<file path="src/rtl/hacd_pkg.sv">
// Shared HACD types: decompressor scheduler states, completion codes and job payload.
package hacd_pkg;

    localparam int unsigned HACD_PAGE_LINES = 64;
    localparam int unsigned HACD_REQS       = 2;
    localparam int unsigned HACD_SIZE_W     = 14;
    localparam int unsigned HACD_LINES_W    = 7;
    localparam int unsigned HACD_WD_W       = 16;

    typedef enum logic [2:0] {
        ST_IDLE  = 3'd0,
        ST_GRANT = 3'd1,
        ST_START = 3'd2,
        ST_RUN   = 3'd3,
        ST_CPL   = 3'd4
    } decomp_sched_state_t;

    typedef enum logic [1:0] {
        CPL_OK       = 2'b00,
        CPL_BAD_SIZE = 2'b01,
        CPL_TIMEOUT  = 2'b10,
        CPL_SHORT    = 2'b11
    } decomp_cpl_status_t;

    typedef struct packed {
        logic                   id;
        logic [HACD_SIZE_W-1:0] size;
    } decomp_job_t;

    // A job is decompressible only with a non-empty payload no larger than the limit.
    function automatic logic size_legal(input logic [HACD_SIZE_W-1:0] size,
                                        input int unsigned             max_size);
        return (size != '0) && (size <= HACD_SIZE_W'(max_size));
    endfunction

endpackage

</file>
<file path="src/rtl/rr_arb2.sv">
// Two-way round-robin arbiter: combinational pick, registered last-grant pointer.
module rr_arb2 (
    input  logic       clk_i,
    input  logic       rst_i,
    input  logic [1:0] req_i,
    input  logic       update_i,
    output logic       gnt_id_c,
    output logic       gnt_any_c
);

    logic last_q;
    logic last_d;

    // On contention the requester that did not win last time gets the grant.
    always_comb begin
        gnt_any_c = |req_i;
        gnt_id_c  = (req_i == 2'b11) ? ~last_q : req_i[1];
        last_d    = last_q;
        if (update_i && gnt_any_c) begin
            last_d = gnt_id_c;
        end
    end

    // Pointer starts at requester 1 so requester 0 wins the first contention.
    always_ff @(posedge clk_i) begin
        if (rst_i) begin
            last_q <= 1'b1;
        end else begin
            last_q <= last_d;
        end
    end

endmodule

</file>
<file path="src/rtl/hacd_decomp_sched.sv">
// Schedules restore/migration decompression jobs onto the single page decompressor,
// screening sizes and reporting ok / bad size / timeout / short page per job.
module hacd_decomp_sched
    import hacd_pkg::*;
#(
    parameter int unsigned LINES_PER_PAGE = HACD_PAGE_LINES,
    parameter int unsigned TIMEOUT_CYCLES = 65535,
    parameter int unsigned MAX_COMP_SIZE  = 4096
) (
    input  logic                                    clk_i,
    input  logic                                    rst_i,
    input  logic [HACD_REQS-1:0]                    req_valid,
    input  logic [HACD_REQS-1:0][HACD_SIZE_W-1:0]   req_comp_size,
    output logic [HACD_REQS-1:0]                    req_ready,
    output logic [HACD_REQS-1:0]                    cpl_valid,
    output logic [1:0]                              cpl_status,
    output logic                                    decomp_start,
    output logic [HACD_SIZE_W-1:0]                  decomp_comp_size,
    input  logic                                    decomp_done,
    input  logic                                    dec_wr_req,
    input  logic                                    wrfifo_full,
    output logic                                    busy,
    output logic [HACD_LINES_W-1:0]                 lines_written
);

    decomp_sched_state_t          state_q, state_d;
    decomp_job_t                  job_q, job_d;
    decomp_cpl_status_t           status_q, status_d;
    logic [HACD_LINES_W-1:0]      lines_q, lines_d;
    logic [HACD_WD_W-1:0]         wd_q, wd_d;
    logic [HACD_REQS-1:0]         req_ready_q, req_ready_d;
    logic [HACD_REQS-1:0]         cpl_valid_q, cpl_valid_d;
    logic                         start_q, start_d;
    logic                         busy_q, busy_d;

    logic                         arb_update_c;
    logic                         gnt_id_c;
    logic                         gnt_any_c;
    logic                         beat_c;
    logic [HACD_LINES_W-1:0]      lines_inc_c;
    logic [HACD_WD_W-1:0]         wd_inc_c;

    rr_arb2 u_arb (
        .clk_i     (clk_i),
        .rst_i     (rst_i),
        .req_i     (req_valid),
        .update_i  (arb_update_c),
        .gnt_id_c  (gnt_id_c),
        .gnt_any_c (gnt_any_c)
    );

    // Next-state and registered-output logic.
    always_comb begin
        state_d      = state_q;
        job_d        = job_q;
        status_d     = status_q;
        lines_d      = lines_q;
        wd_d         = wd_q;
        req_ready_d  = '0;
        cpl_valid_d  = '0;
        start_d      = 1'b0;
        arb_update_c = 1'b0;

        beat_c      = dec_wr_req && !wrfifo_full;
        lines_inc_c = (lines_q >= HACD_LINES_W'(LINES_PER_PAGE)) ? lines_q
                                                                 : lines_q + HACD_LINES_W'(1);
        wd_inc_c    = wd_q + HACD_WD_W'(1);

        unique case (state_q)
            ST_IDLE: begin
                if (gnt_any_c) begin
                    state_d               = ST_GRANT;
                    arb_update_c          = 1'b1;
                    job_d.id              = gnt_id_c;
                    job_d.size            = req_comp_size[gnt_id_c];
                    req_ready_d[gnt_id_c] = 1'b1;
                end
            end
            ST_GRANT: begin
                if (!size_legal(job_q.size, MAX_COMP_SIZE)) begin
                    state_d                = ST_CPL;
                    status_d               = CPL_BAD_SIZE;
                    cpl_valid_d[job_q.id]  = 1'b1;
                end else begin
                    state_d = ST_START;
                    start_d = 1'b1;
                    lines_d = '0;
                    wd_d    = '0;
                end
            end
            ST_START: begin
                state_d = ST_RUN;
                wd_d    = wd_inc_c;
            end
            ST_RUN: begin
                wd_d = wd_inc_c;
                if (beat_c) begin
                    lines_d = lines_inc_c;
                end
                // Done takes priority over a watchdog expiring in the same cycle.
                if (decomp_done) begin
                    state_d               = ST_CPL;
                    status_d              = (lines_d == HACD_LINES_W'(LINES_PER_PAGE)) ? CPL_OK
                                                                                       : CPL_SHORT;
                    cpl_valid_d[job_q.id] = 1'b1;
                end else if (wd_inc_c == HACD_WD_W'(TIMEOUT_CYCLES)) begin
                    state_d               = ST_CPL;
                    status_d              = CPL_TIMEOUT;
                    cpl_valid_d[job_q.id] = 1'b1;
                end
            end
            ST_CPL: begin
                state_d = ST_IDLE;
            end
            default: begin
                state_d = ST_IDLE;
            end
        endcase

        busy_d = (state_d != ST_IDLE);
    end

    always_ff @(posedge clk_i) begin
        if (rst_i) begin
            state_q     <= ST_IDLE;
            job_q       <= '0;
            status_q    <= CPL_OK;
            lines_q     <= '0;
            wd_q        <= '0;
            req_ready_q <= '0;
            cpl_valid_q <= '0;
            start_q     <= 1'b0;
            busy_q      <= 1'b0;
        end else begin
            state_q     <= state_d;
            job_q       <= job_d;
            status_q    <= status_d;
            lines_q     <= lines_d;
            wd_q        <= wd_d;
            req_ready_q <= req_ready_d;
            cpl_valid_q <= cpl_valid_d;
            start_q     <= start_d;
            busy_q      <= busy_d;
        end
    end

    assign req_ready        = req_ready_q;
    assign cpl_valid        = cpl_valid_q;
    assign cpl_status       = status_q;
    assign decomp_start     = start_q;
    assign decomp_comp_size = job_q.size;
    assign busy             = busy_q;
    assign lines_written    = lines_q;

endmodule

</file>
<file path="config.mk">
export PLATFORM = sky130hd
export DESIGN_NAME = hacd_decomp_sched
export DESIGN_NICKNAME = d
export VERILOG_FILES = /design/src/rtl/hacd_pkg.sv /design/src/rtl/rr_arb2.sv /design/src/rtl/hacd_decomp_sched.sv
export SDC_FILE = /design/constraint.sdc
export NUM_CORES = 1
export LEC_CHECK = 0
export BUFFER_PORTS_ARGS = -buffer_cell sky130_fd_sc_hd__buf_2
export CORE_UTILIZATION = 35
export DETAILED_ROUTE_END_ITERATION = 16
export PLACE_DENSITY = 0.65
export SYNTH_ARGS = -nofsm -noshare
export SYNTH_HDL_FRONTEND = slang
export SYNTH_SLANG_ARGS = --single-unit
</file>
<file path="constraint.sdc">
create_clock -name clk_i -period 2 [get_ports clk_i]
set_clock_uncertainty 0.2 [all_clocks]
set_input_delay 0.4 -clock clk_i [delete_from_list [all_inputs] [get_ports clk_i]]
set_output_delay 0.4 -clock clk_i [all_outputs]
set_load 0.02 [all_outputs]
</file>
Word-level counts from Yosys, hierarchy flattened
Index checks and enable logic that the tools add are counted.
W data, S select, Z words.
Operators by class
  muxes and demuxes: 31
  bitwise gates (word level): 4
  add/subtract/negate cells: 2
  reduce and logical (&&, ||, !) cells: 19
  equality and inequality tests: 9
  $lt $le $gt $ge: 6
Operators by type and width (number)
  $pmux W16 S2: 1
  $mux W14: 2
  $mux W7: 4
  $add A16 B1 Y16 const B: 1
  $eq A16 B16 Y1 const B: 1
  $mux W16: 1
  $le A14 B13 Y1 const B: 1
  $mux W2: 7
  $pmux W7 S2: 1
  $reduce_bool A14 Y1: 1
  $mux W3: 4
  $pmux W3 S4: 1
  $pmux W2 S2: 2
  $add A7 B1 Y7 const B: 1
  $eq A7 B7 Y1 const B: 1
  $ge A7 B7 Y1 const B: 1
  $eq A3 B2 Y1 const B: 2
  $mux W1: 6
  $reduce_and A2 Y1: 3
  $reduce_or A2 Y1: 3
  $logic_and A1 B1 Y1: 5
  $lt A1 B2 Y1 const B: 2
  $ne A2 B2 Y1 const B: 2
  $not A1 Y1: 4
  other kinds (11): 14
Word-level totals
  input port bits: 35
  flip-flop bits (word level): 50
  word-level logic and storage cells: 82
  output and inout bits: 29

Logic depth before layout (Yosys ltp)
Gate-level depths: netlist of the first run.
  depth in word-level cells: 8
  depth in mapped cells: 8
  depth with buffers taken out: 7

Modules after synthesis
From an unflattened synthesis of the first run, not the netlist that was laid out.
Unflattened totals
  cell total of the unflattened synthesis: 345
  area, all modules: 2852.7 um^2
Modules (own cells, without submodules)
  hacd_decomp_sched: sequential area each 980.9 um^2, cells each 339, instances 1, area an instance 2796.4 um^2
  rr_arb2: sequential area each 20.0 um^2, cells each 6, instances 1, area an instance 56.3 um^2

Worst setup path before layout of the first run
No wires, ideal clock.
  kind: register to register
  start point: register wd_q[0]
  end point: register status_q[1], in the netlist cpl_status[1]
  clock period less this slack: 2.228 ns
  stages on the path, launching flop included: 8
  path slack: -0.228 ns
  path buffers: 0
  arrival time: 1.910 ns
  cell sequence: dfxtp_1 > ha_1 > nand2_1 > or4bb_1 > a21oi_1 > o2111a_2 > a21oi_2 > a32o_1
On the way
  longest elaborated chain between the ends: 4
RTL lines
  from (decl): RTL line hacd_decomp_sched.sv:30  | logic [HACD_WD_W-1:0] wd_q, wd_d;
  from (signal assigned): RTL line hacd_decomp_sched.sv:139  | wd_q <= wd_d;
  $add A16 B1 Y16: RTL line hacd_decomp_sched.sv:67  | wd_inc_c = wd_q + HACD_WD_W'(1);
  $eq A16 B16 Y1: RTL line hacd_decomp_sched.sv:106  | end else if (wd_inc_c == HACD_WD_W'(TIMEOUT_CYCLES)) begin
  $ne A3 B3 Y1 (no source line)
  $reduce_and A3 Y1 (no source line)
  to (signal assigned): RTL line hacd_decomp_sched.sv:137  | status_q <= status_d;
  to (decl): RTL line hacd_decomp_sched.sv:28  | decomp_cpl_status_t status_q, status_d;
No other way between the ends.
A chain may end at the register's enable or synchronous reset.

Worst setup path after layout of the first run
  start point: register wd_q[1]
  end point: register status_q[1], in the netlist cpl_status[1]
Same word-level chain as after synthesis.

==> summary.md, run 1 <==
| Metric | Value |
|---|---|
| Status | complete, but fails checks |
| Failing checks | setup timing |
| YS warnings | 0 |
| Port Buffers | 63 |
| Net switching power | 1.43 mW |
| GPL Wtd Cong | 0.863 |
| Num Clock Sinks | 50 |
| Largest family of logic cells by synthesized area | simple AND/OR/NAND/NOR gates |
| Worst slew pin tran | 304 ps |
| Post-synth EDFFs | 0 |
| Nets | 470 |
| FF+latch area | 1040 µm² |
| I/O pins | 64 |
| Slowest cell on the critical path | or4bb_1 |
| Period utilization | 1.06 |
| Final WS setup | -110 ps |
| Flop pwr share | 0.375 |
| R2r setup slk | -110 ps |
| Distinct cells, synth | 58 |
| Power per cell area | 950 nW/µm² |
| Initial core utilization | 0.371 |
| Synth Register Bits | 50 |
| Unrepaired setup endpoints after global routing | yes |
| Die footprint | 8220 µm² |
| Multi-input logic area | 1690 µm² |
| Pre-Repair DR Iteration Count | 4 |
| Worst Path Arrival | 2110 ps |
| First-pass GRT wire length | 11800 µm |
| Post-Synth XOR/XNOR Area | 0.0250 |
| Antenna diodes | 0 |
| Finish-stage setup viols | 7 |
| Seq/Total Area, Yosys | 0.364 |
| Final-layout fill cell count | 672 |
| Max Slew Vio Count | 0 |
| Synth Area in Adders | 0.0182 |
| CP Class | flop to flop |
| Mapped Nets | 371 |
| CTS Buf Count | 5 |
| Max-cap violations | 0 |
| Vias per inst | 5.12 |
| Core Area | 7410 µm² |
| Final Non-Filler Cells | 531 |
| Largest net degree at the start of global routing | 30 |
| Simple-gate share of the synthesized area | 0.259 |
| Clk_lat worst skew | 300 ps |
| R2r startpoint | wd_q[1]$_SDFFE_PP0P_ |
| CTS tree | yes |
| Cell Area, Synth | 2750 µm² |
| Worst hold path type | primary input to flop |
| Mux contribution to synthesized area | 0.0510 |
| GRT Total Usage | 0.172 |
| Gate power share | 0.467 |
| Post-DP HPWL | 5260 µm |
| R2R depth | 7 |
| Total congestion overflow | 0 |
| DR DRC count | 0 |
| Sw Ratio | 0.397 |
| Hold Crit Start | rst_i |
| Internal power | 2.17 mW |
| CTS Buffer Depth | 2 |
| Initial drt markers | 136 |
| Critical-path cell list | ha_4 -> nand2_2 -> or4bb_1 -> a21oi_1 -> o2111a_2 -> a21oi_4 -> a32o_1 |
| Critical Path Max Stage Delay | 460 ps |
| CTS clk-pin slew, worst paths | 90 ps |
| Avg Inst Size Synth | 8.28 µm² |
| Layout cells sized above 1 | 0.431 |
| Tmin final | 2110 ps |
| Clock root buffer | clkbuf_8 |
| Hold depth | 2 |
| Peak VDD IR | 0.000621 V |
| Placed Cells | 519 |
| Final Hold Fails | 0 |
| Leakage power | 1.61 nW |
| Crit. path cell count | 7 |
| Critical Path Sink Type | flop |
| Vert. Die Dim | 90.6 µm |
| Max Freq | 474 MHz |
| Crit path max-delay family | compound AO/OA/AOI/OAI gates |
| Main synth FF type | dfxtp_1 |
| Vias in the first global route | 2600 |
| Setup WS pre-CTS | -228 ps |
| Cell count after synthesis | 332 |
| Width of the die | 90.6 µm |
| WL final | 7010 µm |
| H-Tree Depth | 2 |
| Hold Path Sink | lines_written[1]$_SDFFE_PP0P_ |
| ANT nets after route | 0 |
| Critical Path RT | 2000 ps |
| Ys async rst share | 0 |
| Avg WL per Cell | 13.2 µm |
| Area grow syn2layout | 37.8% |
| Via Count | 2720 |
| Slew margin rel. | 0.796 |
| Placement Rows | 31 |
| Clock network fraction of total power | 0.158 |
| WP buf/inv | 0 |
| Worst setup SP type | flop |
| Reg2Reg Capture Point | cpl_status[1]$_SDFFE_PP0P_ |
| Synth Area in Compound Gates | 0.197 |
| Critical Path Fanout Max | 5 |
| Initial antenna violation count | 0 |
## flip-flops by register name (all words and copies together) (netlist names)
| register | flops |
|---|---|
| busy | 1 |
| cpl_status | 2 |
| wd_q | 16 |
| state_q | 3 |
| req_ready | 2 |
| u_arb.last_q | 1 |
| cpl_valid | 2 |
| decomp_start | 1 |
| lines_written | 7 |
| job_q | 1 |
| decomp_comp_size | 14 |
## what timing repair did
action	4_1_cts	5_1_grt
endpoints found under the setup margin	7	24
pin swaps	4	13
hold buffers	0	0
resized for setup	3	36
setup buffers	2	2
## cell usage after synthesis (all sizes together), types with 2 or more instances
cell type / n / area [µm²]
or4: 2 / 18.8
a311oi: 6 / 52.6
xor2: 2 / 17.5
buf: 20 / 140
ha: 4 / 50.1
a31oi: 9 / 56.3
dfxtp: 50 / 1000
or3: 2 / 17.5
a211oi: 17 / 128
nand3: 15 / 80.1
nand2b: 6 / 37.5
nor3: 8 / 50.1
xnor2: 5 / 51.3
o21ai: 12 / 60.1
nor2: 44 / 165
nand4: 9 / 71.3
and4: 2 / 17.5
and2: 3 / 18.8
nand2: 16 / 60.1
inv: 7 / 26.3
or2: 3 / 18.8
nor2b: 3 / 18.8
a21oi: 22 / 114
nor4: 7 / 50.1
mux2i: 14 / 140
a31o: 2 / 17.5
nor3b: 3 / 22.5
a21o: 2 / 15.0
nand3b: 3 / 22.5
clkbuf: 18 / 67.6
## power by group through the flow
stage / sequential (mW) / combinational, mW / clock [mW]
after CTS: 1.32 / 1.58 / 0.597
after global routing: 1.38 / 1.84 / 0.624
final: 1.35 / 1.68 / 0.571
after global placement: 1.33 / 1.56 / 0
after detailed placement: 1.34 / 1.58 / 0
after floorplan: 1.36 / 1.03 / 0
## how the worst max path moves through the flow
stage / end / start / slack [ps]
after floorplan: cpl_status[1]$_SDFFE_PP0P_ / wd_q[1]$_SDFFE_PP0P_ / -30
after global placement: cpl_status[1]$_SDFFE_PP0P_ / wrfifo_full / -220
after detailed placement: cpl_status[1]$_SDFFE_PP0P_ / wrfifo_full / -230
after CTS: cpl_status[1]$_SDFFE_PP0P_ / wd_q[1]$_SDFFE_PP0P_ / -90
after global routing: cpl_status[1]$_SDFFE_PP0P_ / wd_q[1]$_SDFFE_PP0P_ / -190
final: cpl_status[1]$_SDFFE_PP0P_ / wd_q[1]$_SDFFE_PP0P_ / -110
## through the flow
stage	total power, mW	TNS, ps	instance area [µm²]	utilization	hold slack [ps]
after global placement	2.89	-578	3510	0.474	248
final	3.60	-386	3790	0.511	216
after global routing	3.84	-1240	3790	0.511	230
after CTS	3.50	-508	3620	0.488	208
after floorplan	2.39	-50.3	2790	-	217
after detailed placement	2.92	-749	3510	0.474	244
## worst register-to-register path, cell delays in order, from the launching register on
cell	delay, ps
dfxtp_4	370
ha_4	150
nand2_2	60
or4bb_1	460
a21oi_1	150
o2111a_2	270
a21oi_4	90
a32o_1	260
## routing by layer
layer	part of all wire	vias to the layer above	GRT usage
li1	-	1391	-
met1	0.46	1264	0.224
met2	0.49	55	0.289
met3	0.031	10	0.0295
met4	0.017	0	0.0484
met5	0	-	0
## cell type report
type,instances,share of cell area
inverter,7,0.00694
tap,99,0.0327
multi-input combinational,237,0.446
clock buffer,8,0.0211
timing repair buffer,130,0.219
sequential,50,0.273
## logic make-up (layout without fill, tap and decap cells)
logic type,count (synthesis),after routing
AOI/OAI and AO/OA,81,81
buffers and inverters,45,145
xor gates and xnor gates,7,7
DFF,50,50
and+or+nand+nor,131,131
muxes,14,14
adders and majority gates,4,4
## layout by cell type (no fill, tap or decap), types with 12 or more instances in the layout
master and instances:
buf_2 63, buf_4 66, nor2_1 42, a211oi_1 15
mux2i_1 14, a21oi_1 19, nand3_1 12, dfxtp_1 38
nand2_1 15
(Power assumes the default switching activity.)
==> inputs of run 2 (changes only) <==
- CELL_PAD_IN_SITES_DETAIL_PLACEMENT: default -> 0
- CELL_PAD_IN_SITES_GLOBAL_PLACEMENT: default -> 1
- PLACE_DENSITY: 0.65 -> 0.82
==> run 2 against run 1 <==
The run still ends with setup timing left. Combinational power rose by 2%. Global-route usage rose by 0.64 points. Register-to-register slack got worse by 30 ps. Via count rose by 1.5%. Maximum frequency fell by 1.3%. Sequential share of layout area fell by 0.34 points. Hold slack improved by 6.8 ps.
==> summary.md, run 2 (synthesis gave the netlist of run 1 again) <==
| Metric | Value |
|---|---|
| Critical-path cell list | ha_4 -> nand2_4 -> or4bb_1 -> a21oi_1 -> o2111a_2 -> a21oi_4 -> a32o_1 |
| Placement Rows | 31 |
| Flop pwr share | 0.356 |
| Port Buffers | 63 |
| Vias in the first global route | 2720 |
| Crit path max-delay family | compound AO/OA/AOI/OAI gates |
| Internal power | 2.35 mW |
| Width of the die | 90.6 µm |
| Num Clock Sinks | 50 |
| WP buf/inv | 0 |
| Finish-stage setup viols | 8 |
| Final WS setup | -139 ps |
| Clock network fraction of total power | 0.195 |
| Avg WL per Cell | 13.7 µm |
| Worst slew pin tran | 398 ps |
| Antenna diodes | 0 |
| Clk_lat worst skew | 310 ps |
| GRT Total Usage | 0.178 |
| CTS tree | yes |
| First-pass GRT wire length | 12100 µm |
| ANT nets after route | 0 |
| Max-cap violations | 0 |
| Worst hold path type | primary input to flop |
| Clock root buffer | clkbuf_8 |
| Tmin final | 2140 ps |
| R2r startpoint | wd_q[0]$_SDFFE_PP0P_ |
| H-Tree Depth | 2 |
| Net switching power | 1.49 mW |
| Initial core utilization | 0.371 |
| Post-DP HPWL | 5320 µm |
| Nets | 464 |
| Worst setup SP type | flop |
| Via Count | 2761 |
| Commonest cells after routing, fill and taps aside | buf_2 (63), buf_4 (57), nor2_1 (44), dfxtp_1 (33), a21oi_1 (18) |
| Sw Ratio | 0.388 |
| CTS clk-pin slew, worst paths | 100 ps |
| Die footprint | 8220 µm² |
| Worst Path Arrival | 2140 ps |
| Largest net degree at the start of global routing | 30 |
| Initial antenna violation count | 0 |
| Layout cells sized above 1 | 0.444 |
| Max Slew Vio Count | 0 |
| Peak VDD IR | 0.000787 V |
| GPL Wtd Cong | 0.881 |
| Crit. Startpoint | wd_q[0]$_SDFFE_PP0P_ |
| Reg with most FFs | wd_q |
| CTS Buf Count | 5 |
| Slew margin rel. | 0.734 |
| Core Area | 7410 µm² |
| Initial drt markers | 138 |
| Slowest cell on the critical path | or4bb_1 |
| Unrepaired setup endpoints after global routing | yes |
| Critical Path RT | 2000 ps |
| Period utilization | 1.07 |
| Hold Crit Start | req_comp_size[8] |
| Final Hold Fails | 0 |
| Commonest non-fill, non-tap cell in the layout | buf_2 |
| I/O pins | 64 |
| DR DRC count | 0 |
| Max reg flops | 16 |
| Area grow syn2layout | 39.3% |
| Pre-Repair DR Iteration Count | 4 |
| CP Class | flop to flop |
| Critical Path Sink Type | flop |
| WL final | 7180 µm |
| CTS Buffer Depth | 2 |
| Pwr Total | 3.84 mW |
| Vert. Die Dim | 90.6 µm |
| Vias per inst | 5.26 |
| Total congestion overflow | 0 |
| Max Freq | 468 MHz |
| Gate power share | 0.449 |
| Power per cell area | 1000 nW/µm² |
| Status | complete, but fails checks |
| Final-layout fill cell count | 690 |
| Setup tns final | -563 ps |
| Leakage power | 1.63 nW |
| Critical Path Max Stage Delay | 480 ps |
| Setup WS pre-CTS | -194 ps |
| Critical Path Fanout Max | 5 |
| Failing checks | setup timing |
[run 2: changes by cell type in the layout (fill, tap and decap cells not counted), sizes merged]
cell    before  now
clkbuf       8    7
bufinv       0    1
buf        130  124
[run 2: final timing paths]
check        cells after the start                          endpoint  slack, ps
max                              7        cpl_status[1]$_SDFFE_PP0P_       -140
min                              3  decomp_comp_size[8]$_SDFFE_PP0P_        220
max reg2reg                      7        cpl_status[1]$_SDFFE_PP0P_       -140
min reg2reg                      1           cpl_valid[0]$_SDFF_PP0_        240
[run 2: final cells by class]
class	instances	area, µm²	area share
Clock buffer	7	86.3	0.0225
Clock inverter	1	30.0	0.00784
Inverter	7	26.3	0.00686
Multi-Input combinational cell	237	1720	0.450
Sequential cell	50	1030	0.270
Tap cell	99	124	0.0323
Timing Repair Buffer	124	806	0.210
[run 2: timing repair]
item / in CTS / in global routing
buffers inserted: 4 / 0
setup endpoints to repair: 10 / 18
cloned: 0 / 0
resized for setup: 17 / 32
hold buffers: 0 / 0
pin swaps: 10 / 13
endpoints found under the hold margin: 0 / 0
[run 2: tightest hold or removal path, cell delays in order]
cell	delay (ps)
buf_2	90
mux2i_1	120
a211oi_1	80
[run 2: power by group through the flow]
stage               Combinational [mW]  Sequential (mW)  Clock, mW
floorplan                         1.03             1.36          0
global placement                  1.53             1.33          0
detailed placement                1.56             1.34          0
CTS                               1.63             1.33      0.767
global route                      1.89             1.40      0.804
finish                            1.72             1.37      0.749
[run 2: metal layers]
metal | part of all wire | track usage
met1 | 0.46 | 0.216
met3 | 0.019 | 0.0261
met4 | 0.0084 | 0.0565
met5 | 0 | 0
met2 | 0.51 | 0.321
[run 2: per-stage QoR]
| stage | std cells | hold WS [ps] | cell area [µm²] | utilization |
|---|---|---|---|---|
| finish | 525 | 223 | 3830 | 0.517 |
| CTS | 525 | 218 | 3710 | 0.500 |
| global placement | 513 | 242 | 3480 | 0.469 |
| floorplan | 332 | 217 | 2790 | - |
| global route | 525 | 235 | 3830 | 0.517 |
| detailed placement | 513 | 255 | 3480 | 0.469 |
